**src/rtl/piso_serializer.sv**
```systemverilog
// Parallel-in/serial-out serializer: valid/ready word load, shift_en bit pacing,
// per-word bit order and an optional even/odd parity bit after the data bits.
//
// state   | meaning
// S_IDLE  | no frame on the line; serial_out sits at IDLE_LEVEL
// S_SHIFT | a frame bit is on serial_out; r_cnt is the index of that bit
module piso_serializer #(
  parameter int unsigned WIDTH      = 8,
  parameter int unsigned PARITY     = 0,
  parameter bit          IDLE_LEVEL = 1'b0
) (
  input  logic             clk,
  input  logic             reset_n,
  input  logic             shift_en,
  input  logic             in_valid,
  output logic             in_ready,
  input  logic [WIDTH-1:0] parallel_in,
  input  logic             lsb_first,
  output logic             serial_out,
  output logic             serial_valid,
  output logic             frame_start,
  output logic             frame_end,
  output logic             busy
);

  localparam int unsigned   FLEN        = WIDTH + ((PARITY != 0) ? 1 : 0);
  localparam int unsigned   CW          = $clog2(FLEN);
  localparam logic [CW-1:0] CNT_LAST    = CW'(FLEN - 1);
  localparam logic [CW-1:0] CNT_PRELAST = CW'(FLEN - 2);
  localparam logic [CW-1:0] CNT_DLAST   = CW'(WIDTH - 1);

  typedef enum logic {S_IDLE = 1'b0, S_SHIFT = 1'b1} state_t;

  state_t           r_state, w_state_nxt;
  logic [CW-1:0]    r_cnt, w_cnt_nxt;
  logic [WIDTH-1:0] r_sreg, w_sreg_nxt;
  logic             r_lsb, w_lsb_nxt;
  logic             r_par, w_par_nxt;
  logic             r_sout, w_sout_nxt;
  logic             r_sval, w_sval_nxt;
  logic             r_fs, w_fs_nxt;
  logic             r_fe, w_fe_nxt;
  logic             w_last;
  logic             w_accept;
  logic             w_par_in;

  assign w_last   = (r_cnt == CNT_LAST);
  assign w_par_in = (^parallel_in) ^ ((PARITY == 2) ? 1'b1 : 1'b0);

  always_ff @(posedge clk or negedge reset_n) begin
    if (!reset_n) r_state <= S_IDLE;
    else          r_state <= w_state_nxt;
  end

  always_comb begin
    w_state_nxt = r_state;
    case (r_state)
      S_IDLE:  if (w_accept) w_state_nxt = S_SHIFT;
      S_SHIFT: if (shift_en && w_last && !w_accept) w_state_nxt = S_IDLE;
      default: w_state_nxt = S_IDLE;
    endcase
  end

  always_comb begin
    in_ready   = reset_n & shift_en & ((r_state == S_IDLE) | ((r_state == S_SHIFT) & w_last));
    w_accept   = in_valid & in_ready;
    w_cnt_nxt  = r_cnt;
    w_sreg_nxt = r_sreg;
    w_lsb_nxt  = r_lsb;
    w_par_nxt  = r_par;
    w_sout_nxt = r_sout;
    w_sval_nxt = r_sval;
    w_fs_nxt   = r_fs;
    w_fe_nxt   = r_fe;
    if (w_accept) begin
      w_cnt_nxt  = '0;
      w_sreg_nxt = parallel_in;
      w_lsb_nxt  = lsb_first;
      w_par_nxt  = w_par_in;
      w_sout_nxt = lsb_first ? parallel_in[0] : parallel_in[WIDTH-1];
      w_sval_nxt = 1'b1;
      w_fs_nxt   = 1'b1;
      w_fe_nxt   = 1'b0;
    end else if (shift_en && (r_state == S_SHIFT) && !w_last) begin
      w_cnt_nxt  = r_cnt + CW'(1);
      w_sreg_nxt = r_lsb ? (r_sreg >> 1) : (r_sreg << 1);
      // The shift register still holds the bit just sent at one end, so look one in.
      if ((PARITY != 0) && (r_cnt == CNT_DLAST)) w_sout_nxt = r_par;
      else w_sout_nxt = r_lsb ? r_sreg[1] : r_sreg[WIDTH-2];
      w_fs_nxt   = 1'b0;
      w_fe_nxt   = (r_cnt == CNT_PRELAST);
    end else if (shift_en && (r_state == S_SHIFT)) begin
      w_cnt_nxt  = '0;
      w_sout_nxt = IDLE_LEVEL;
      w_sval_nxt = 1'b0;
      w_fs_nxt   = 1'b0;
      w_fe_nxt   = 1'b0;
    end
  end

  always_ff @(posedge clk or negedge reset_n) begin
    if (!reset_n) begin
      r_cnt  <= '0;
      r_sreg <= '0;
      r_lsb  <= 1'b0;
      r_par  <= 1'b0;
      r_sout <= IDLE_LEVEL;
      r_sval <= 1'b0;
      r_fs   <= 1'b0;
      r_fe   <= 1'b0;
    end else begin
      r_cnt  <= w_cnt_nxt;
      r_sreg <= w_sreg_nxt;
      r_lsb  <= w_lsb_nxt;
      r_par  <= w_par_nxt;
      r_sout <= w_sout_nxt;
      r_sval <= w_sval_nxt;
      r_fs   <= w_fs_nxt;
      r_fe   <= w_fe_nxt;
    end
  end

  assign serial_out   = r_sout;
  assign serial_valid = r_sval;
  assign frame_start  = r_fs;
  assign frame_end    = r_fe;
  assign busy         = r_sval;

endmodule

```
**config.mk**
```make
export PLATFORM = sky130hd
export DESIGN_NAME = piso_serializer
export DESIGN_NICKNAME = d
export VERILOG_FILES = /design/src/rtl/piso_serializer.sv
export SDC_FILE = /design/constraint.sdc
export NUM_CORES = 1
export LEC_CHECK = 0
export CORE_MARGIN = 5
export CORE_UTILIZATION = 44
export CTS_CLUSTER_DIAMETER = 30
export CTS_CLUSTER_SIZE = 16
export DETAILED_ROUTE_END_ITERATION = 8
export PLACE_DENSITY = 0.78
export SYNTH_ARGS = -nofsm -noshare
export SYNTH_HDL_FRONTEND = slang
export SYNTH_SLANG_ARGS = --single-unit
```
**constraint.sdc**
```tcl
create_clock -name clk -period 1.64 [get_ports clk]
set_input_delay 0.328 -clock clk [delete_from_list [all_inputs] [get_ports clk]]
set_output_delay 0.328 -clock clk [all_outputs]
set_load 0.05 [all_outputs]
```
==> flow_metrics.env, run 1 <==
export IMPL_status="complete, but fails checks"
export IMPL_violations="negative setup slack"
export IMPL_final_hold_violation_count=0
export IMPL_fin_setup_tns_ns=-1.41
export IMPL_route_vias_total=780
export IMPL_dpl_instance_area_sq_um=1230
export IMPL_clock_root_buffer="clkbuf_4"
export IMPL_slew_viol_final=0
export IMPL_clk_pin_slew_worst_paths_ns=0.11
export IMPL_fin_crit_sh=1.13
export IMPL_core_area_sq_um=1960
export IMPL_setup_viol=12
export IMPL_grt_ovfl_total=0
export IMPL_drv_cap=0
export IMPL_synthArstFlopShare=1.00
export IMPL_worst_slew_pin_slew_ns=0.458
export IMPL_die_h_microns=55.3
export IMPL_fp_row_count=16
export IMPL_seqCellArea_sq_um=425
export IMPL_yosys_most_used_dff="dfrtp_1"
export IMPL_gp_congestion=0.724
export IMPL_hp_class="input pin to asynchronous set/reset pin"
export IMPL_ys_warn_count=0
export IMPL_layout_commonest_cell="buf_4"
export IMPL_post_route_drc_count=0
export IMPL_holdWs_ns=0.400
export IMPL_crit_path_end_kind="primary output"
export IMPL_syn_inst=79
export IMPL_synth_top_area_share=0.470
export IMPL_htreeDepth=1
export IMPL_cp_max_fo=2
export IMPL_slowest_stage="dfrtp_1"
export IMPL_drtIter0Drc=14
export IMPL_syn_area_per_cell_sq_um=11.5
export IMPL_num_antenna_cells=0
export IMPL_layout_min_cycle_time_ns=1.85
export IMPL_areaGrowthSynthToFinish_pct=52.4
export IMPL_die_w_microns=55.3
export IMPL_antenna_found_initial=0
export IMPL_max_slew_margin=0.695
export IMPL_start_util=0.461
export IMPL_via_per_inst=5.31
export IMPL_wl_microns=2270
export IMPL_multi_input_area_sq_um=488
export IMPL_clockBufferDepth=2
export IMPL_rsz0062_at_grt="true"
export IMPL_routedWlPerCell_microns=15.5
export IMPL_nNetsFinal=137
export IMPL_cts_tree="yes"
export IMPL_irDropWorstVdd_uv=959
export IMPL_cp_arrival_ns=1.52
export IMPL_syn_area_sq_um=905
export IMPL_layout_common_cells="24 x buf_4, 17 x dfrtp_1, 12 x clkdlybuf4s50_1, 8 x nand2_1"
export IMPL_max_stage_delay_ns=0.42
export IMPL_fmax_ghz=0.541
export IMPL_grt_pass1_vias=802
export IMPL_critical_path_class="flip-flop to primary output"
export IMPL_fin_skew_ns=0.00393
export IMPL_cp_required_ns=1.31
export IMPL_io_buffers=18
export IMPL_dieArea_sq_um=3060
export IMPL_clock_latency_ns=0.30
export IMPL_synth_area_leader_cell="dfrtp_1"
export IMPL_layout_setup_ws_ns=-0.208
export IMPL_boundaryPins=19
export IMPL_grt_max_degree=13
export IMPL_crit_buf_inv=1
export IMPL_grt_util_all_layers=0.161
export IMPL_path_delay_family="flip-flops"
export IMPL_power_leakage_nw=0.658
export IMPL_ys_ff_latch=17
export IMPL_numCtsBuffers=3
export IMPL_grt_pass1_wl_microns=3870
export IMPL_p_per_area_nw_per_um2=1650
export IMPL_crit_chain="ha_2 > ha_4 > nand2b_4 > and3_4 > buf_12"
export IMPL_cts_sinks=17
export IMPL_syn_nets=95
export IMPL_start_kind="flip-flop"
export IMPL_synth_enable_flop_cells=0
export IMPL_fill_cells=152
export IMPL_drtPass1Iterations=4
export IMPL_ys_seq_area_frac=0.470
export IMPL_fin_area_sq_um=1380
export IMPL_yosysUniqueCellTypes=31
export IMPL_synth_area_top_cells="dfrtp_1 47%, a221o_1 6.6%, mux2i_1 6.6%, ha_1 4.1%, nand2_1 3.3%"
export IMPL_drive_above_1_share=0.417
export IMPL_ant_nets=0
export IMPL_dp_hpwl_microns=1580
[cells in the mapped netlist, drive strengths merged, types with 2 or more instances]
| library cell | n |
|---|---|
| a21o | 2 |
| a221o | 6 |
| a221oi | 2 |
| and3 | 2 |
| buf | 5 |
| dfrtp | 17 |
| ha | 3 |
| inv | 5 |
| mux2 | 2 |
| mux2i | 6 |
| nand2 | 8 |
| nor2 | 5 |
[area by class of cell]
class                           count  share of cell area
Sequential cell                    17               0.309
Tap cell                           27              0.0245
Clock buffer                        3              0.0163
Multi-Input combinational cell     52               0.354
Clock inverter                      1             0.00363
Inverter                            5              0.0136
Timing Repair Buffer               42               0.279
[stage by stage]
stage / util / instances / power (mW) / worst slack (ns)
5_1_grt: 0.703 / 147 / 2.42 / -0.266
3_5_place_dp: 0.629 / 135 / 1.84 / -0.0863
3_3_place_gp: 0.629 / 135 / 1.79 / -0.0797
2_1_floorplan: - / 79 / 1.48 / 0.0311
6_report: 0.703 / 147 / 2.28 / -0.208
4_1_cts: 0.684 / 145 / 2.20 / -0.220
[final timing paths]
path	start	to	slack [ns]	cells after the start
max reg2reg	r_cnt[0]	r_sreg[1]	-0.16	8
min in group clk	frame_start	frame_start	0.49	2
max	r_cnt[0]	in_ready	-0.21	5
max in group asynchronous	reset_n	r_cnt[1]	0.96	3
min	reset_n	r_cnt[2]	0.40	2
min reg2reg	frame_start	frame_start	0.49	2
[worst register-to-register path, stage by stage (launching register included)]
cell and delay, ns:
dfrtp_1 0.42, ha_2 0.19, ha_4 0.16, buf_4 0.13, buf_4 0.12, nand3b_1 0.23
buf_4 0.19, a211oi_2 0.18, a221oi_2 0.05
[power by group]
group	switching, mW	total, mW	internal, mW	leakage, nW
clock	0.147	0.238	0.0909	0.0177
combinational	0.580	1.22	0.644	0.431
sequential	0.213	0.813	0.600	0.209
[registers in the layout (all words and copies together), names as in the netlist]
register	count
busy	1
frame_end	1
serial_out	1
r_state	1
r_lsb	1
r_cnt	3
frame_start	1
r_sreg	8
[what timing repair did]
| item | in CTS | in global routing |
|---|---|---|
| setup buffers | 6 | 2 |
| cloned | 0 | 0 |
| pin swaps | 7 | 4 |
| endpoints found under the setup margin | 10 | 15 |
| gates resized for setup | 7 | 4 |
| hold buffers | 0 | 0 |
[kinds of logic after synthesis]
group           Yosys count  synth area share
simple gates             23             0.138
compound gates           18             0.201
flops                    17             0.470
buf+inv                  10            0.0581
mux                       8            0.0913
fa+ha+maj                 3            0.0415
[routing by layer]
layer  wire length (microns)  GRT usage  vias to the layer above
met1                    1080      0.203                      387
met2                    1070      0.258                       17
met4                      64      0.104                        0
met5                       0          0                        -
li1                        -          -                      372
met3                      63     0.0186                        4
Power figures use the tool's default switching activity.
==> run 2, diff against run 1 <==
--- a/config.mk
+++ b/config.mk
@@ -5,12 +5,14 @@
 export SDC_FILE = /design/constraint.sdc
 export NUM_CORES = 1
 export LEC_CHECK = 0
+export CELL_PAD_IN_SITES_DETAIL_PLACEMENT = 1
+export CELL_PAD_IN_SITES_GLOBAL_PLACEMENT = 2
 export CORE_MARGIN = 5
-export CORE_UTILIZATION = 44
+export CORE_UTILIZATION = 28
 export CTS_CLUSTER_DIAMETER = 30
 export CTS_CLUSTER_SIZE = 16
 export DETAILED_ROUTE_END_ITERATION = 8
-export PLACE_DENSITY = 0.78
+export PLACE_DENSITY = 0.77
 export SYNTH_ARGS = -nofsm -noshare
 export SYNTH_HDL_FRONTEND = slang
 export SYNTH_SLANG_ARGS = --single-unit
==> flow_metrics.env, run 2 (synthesized netlist as in run 1, its figures left out) <==
export IMPL_setup_viol=10
export IMPL_cts_hold_buf=0
export IMPL_slew_viol_final=0
export IMPL_grt_pass1_vias=856
export IMPL_layout_setup_ws_ns=-0.176
export IMPL_layout_commonest_cell="buf_4"
export IMPL_regMostFlops="r_sreg"
export IMPL_grt_max_degree=13
export IMPL_clk_pin_slew_worst_paths_ns=0.12
export IMPL_fp_row_count=20
export IMPL_critical_path_class="flip-flop to primary output"
export IMPL_total_power_mw=2.20
export IMPL_routedWlPerCell_microns=15.6
export IMPL_status="complete, but fails checks"
export IMPL_cts_sinks=17
export IMPL_drtPass1Iterations=2
export IMPL_antenna_found_initial=0
export IMPL_drive_above_1_share=0.383
export IMPL_clock_root_buffer="clkbuf_4"
export IMPL_cts_tree="yes"
export IMPL_dp_hpwl_microns=1740
export IMPL_slowest_stage="dfrtp_1"
export IMPL_crit_path_end_kind="primary output"
export IMPL_p_sw_frac=0.415
export IMPL_numCtsBuffers=3
export IMPL_grt_ovfl_total=0
export IMPL_core_area_sq_um=3080
export IMPL_wl_microns=2490
export IMPL_nNetsFinal=132
export IMPL_largest_reg_flops=8
export IMPL_drv_cap=0
export IMPL_layout_min_cycle_time_ns=1.82
export IMPL_max_slew_margin=0.667
export IMPL_internal_power_mw=1.29
export IMPL_worst_slew_pin_slew_ns=0.499
export IMPL_boundaryPins=19
export IMPL_gp_congestion=0.723
export IMPL_path_delay_family="flip-flops"
export IMPL_fin_cells=159
export IMPL_dieArea_sq_um=4470
export IMPL_place_inst=149
export IMPL_drtIter0Drc=8
export IMPL_final_hold_violation_count=0
export IMPL_die_h_microns=66.8
export IMPL_cp_max_fo=2
export IMPL_route_vias_total=767
export IMPL_post_route_drc_count=0
export IMPL_irDropWorstVdd_uv=447
export IMPL_ant_nets=0
export IMPL_p_comb_frac=0.529
export IMPL_p_per_area_nw_per_um2=1650
export IMPL_cp_required_ns=1.31
export IMPL_power_frac_seq=0.366
export IMPL_via_per_inst=4.82
export IMPL_switching_power_mw=0.915
export IMPL_fin_crit_sh=1.11
export IMPL_num_antenna_cells=0
export IMPL_fin_setup_tns_ns=-1.05
export IMPL_hp_class="input pin to asynchronous set/reset pin"
export IMPL_clockBufferDepth=2
export IMPL_rsz0062_at_grt="true"
export IMPL_fmax_ghz=0.551
export IMPL_power_leakage_nw=0.619
export IMPL_grt_pass1_wl_microns=4320
export IMPL_grt_util_all_layers=0.130
export IMPL_io_buffers=18
export IMPL_start_kind="flip-flop"
export IMPL_clock_latency_ns=0.30
export IMPL_max_stage_delay_ns=0.40
export IMPL_crit_buf_inv=1
export IMPL_cp_arrival_ns=1.49
export IMPL_clockPowerShare=0.104
export IMPL_areaGrowthSynthToFinish_pct=47.7
export IMPL_crit_chain="ha_2 > ha_4 > nand2b_4 > and3_4 > buf_12"
export IMPL_fin_skew_ns=0.0178
export IMPL_layout_common_cells="21 x buf_4, 17 x dfrtp_1, 12 x clkdlybuf4s50_1, 8 x nand2_1"
export IMPL_die_w_microns=66.8
export IMPL_start_util=0.294
export IMPL_violations="negative setup slack"
export IMPL_htreeDepth=1
export IMPL_top_regs="r_sreg: 8 flops, r_cnt: 3 flops"
[run 2: changes by cell type in the layout (fill, tap and decap cells not counted)]
| cell | before | now |
|---|---|---|
| a32o_1 | 0 | 1 |
| a32o_2 | 1 | 0 |
| and4_4 | 1 | 2 |
| buf_12 | 2 | 1 |
| buf_4 | 24 | 21 |
| buf_6 | 4 | 2 |
| mux2_2 | 2 | 1 |
| mux2_4 | 0 | 1 |
| o2bb2ai_2 | 0 | 1 |
| o2bb2ai_4 | 1 | 0 |
[run 2: layer usage]
| layer | share of wire | track usage | up-vias | routed length (microns) |
|---|---|---|---|---|
| met5 | 0 | 0 | - | 0 |
| met4 | 0.0024 | 0.0228 | 0 | 6 |
| met3 | 0.036 | 0.0337 | 2 | 89 |
| met2 | 0.52 | 0.215 | 14 | 1290 |
| met1 | 0.44 | 0.171 | 379 | 1100 |
| li1 | - | - | 372 | - |
[run 2: cell type report]
class / instances / area [sq um]
inverter: 5 / 18.8
tap: 44 / 55.1
sequential: 17 / 425
timing repair buffer: 36 / 320
clock inverter: 1 / 5.00
clock buffer: 3 / 22.5
multi-input combinational: 53 / 489
fill: 345 / 1740
[run 2: worst paths after layout]
check / endpoint / cells after the start / slack, ns / startpoint
worst max-delay path: in_ready / 5 / -0.18 / r_cnt[0]
worst min-delay path: busy / 2 / 0.48 / reset_n
worst max register to register: r_sreg[3] / 7 / -0.16 / r_cnt[0]
worst min register to register: frame_start / 2 / 0.50 / frame_start
max in group asynchronous: r_sreg[1] / 3 / 0.88 / reset_n
min in group clk: frame_start / 2 / 0.50 / frame_start
[run 2: power groups by stage]
stage               registers, mW  clock network (mW)  logic (mW)
floorplan                   0.852                   0       0.624
global placement            0.806                   0       0.977
detailed placement          0.812                   0        1.00
CTS                         0.809               0.237        1.08
global route                0.843               0.260        1.29
finish                      0.807               0.230        1.17
[run 2: what timing repair did]
action,in CTS,in global routing
setup buffers,2,3
endpoints found under the hold margin,0,0
setup endpoints to repair,2,13
gates cloned,1,0
pin swaps,5,0
gates resized for setup,4,5
[run 2: worst register-to-register path, stage by stage, from the launching register on]
cell and delay (ns):
dfrtp_1 0.40, ha_2 0.20, ha_4 0.15, nand2b_4 0.13, buf_4 0.13, buf_6 0.12
and4_4 0.19, a221o_1 0.36
[run 2: stage by stage]
step / hold WS, ns / util / instance area (sq um) / worst slack (ns)
4_1_cts: 0.480 / 0.419 / 1290 / -0.206
6_report: 0.483 / 0.434 / 1340 / -0.176
3_5_place_dp: 0.478 / 0.397 / 1220 / -0.181
3_3_place_gp: 0.467 / 0.397 / 1220 / -0.156
2_1_floorplan: 0.0324 / - / 925 / 0.0311
5_1_grt: 0.499 / 0.434 / 1340 / -0.250
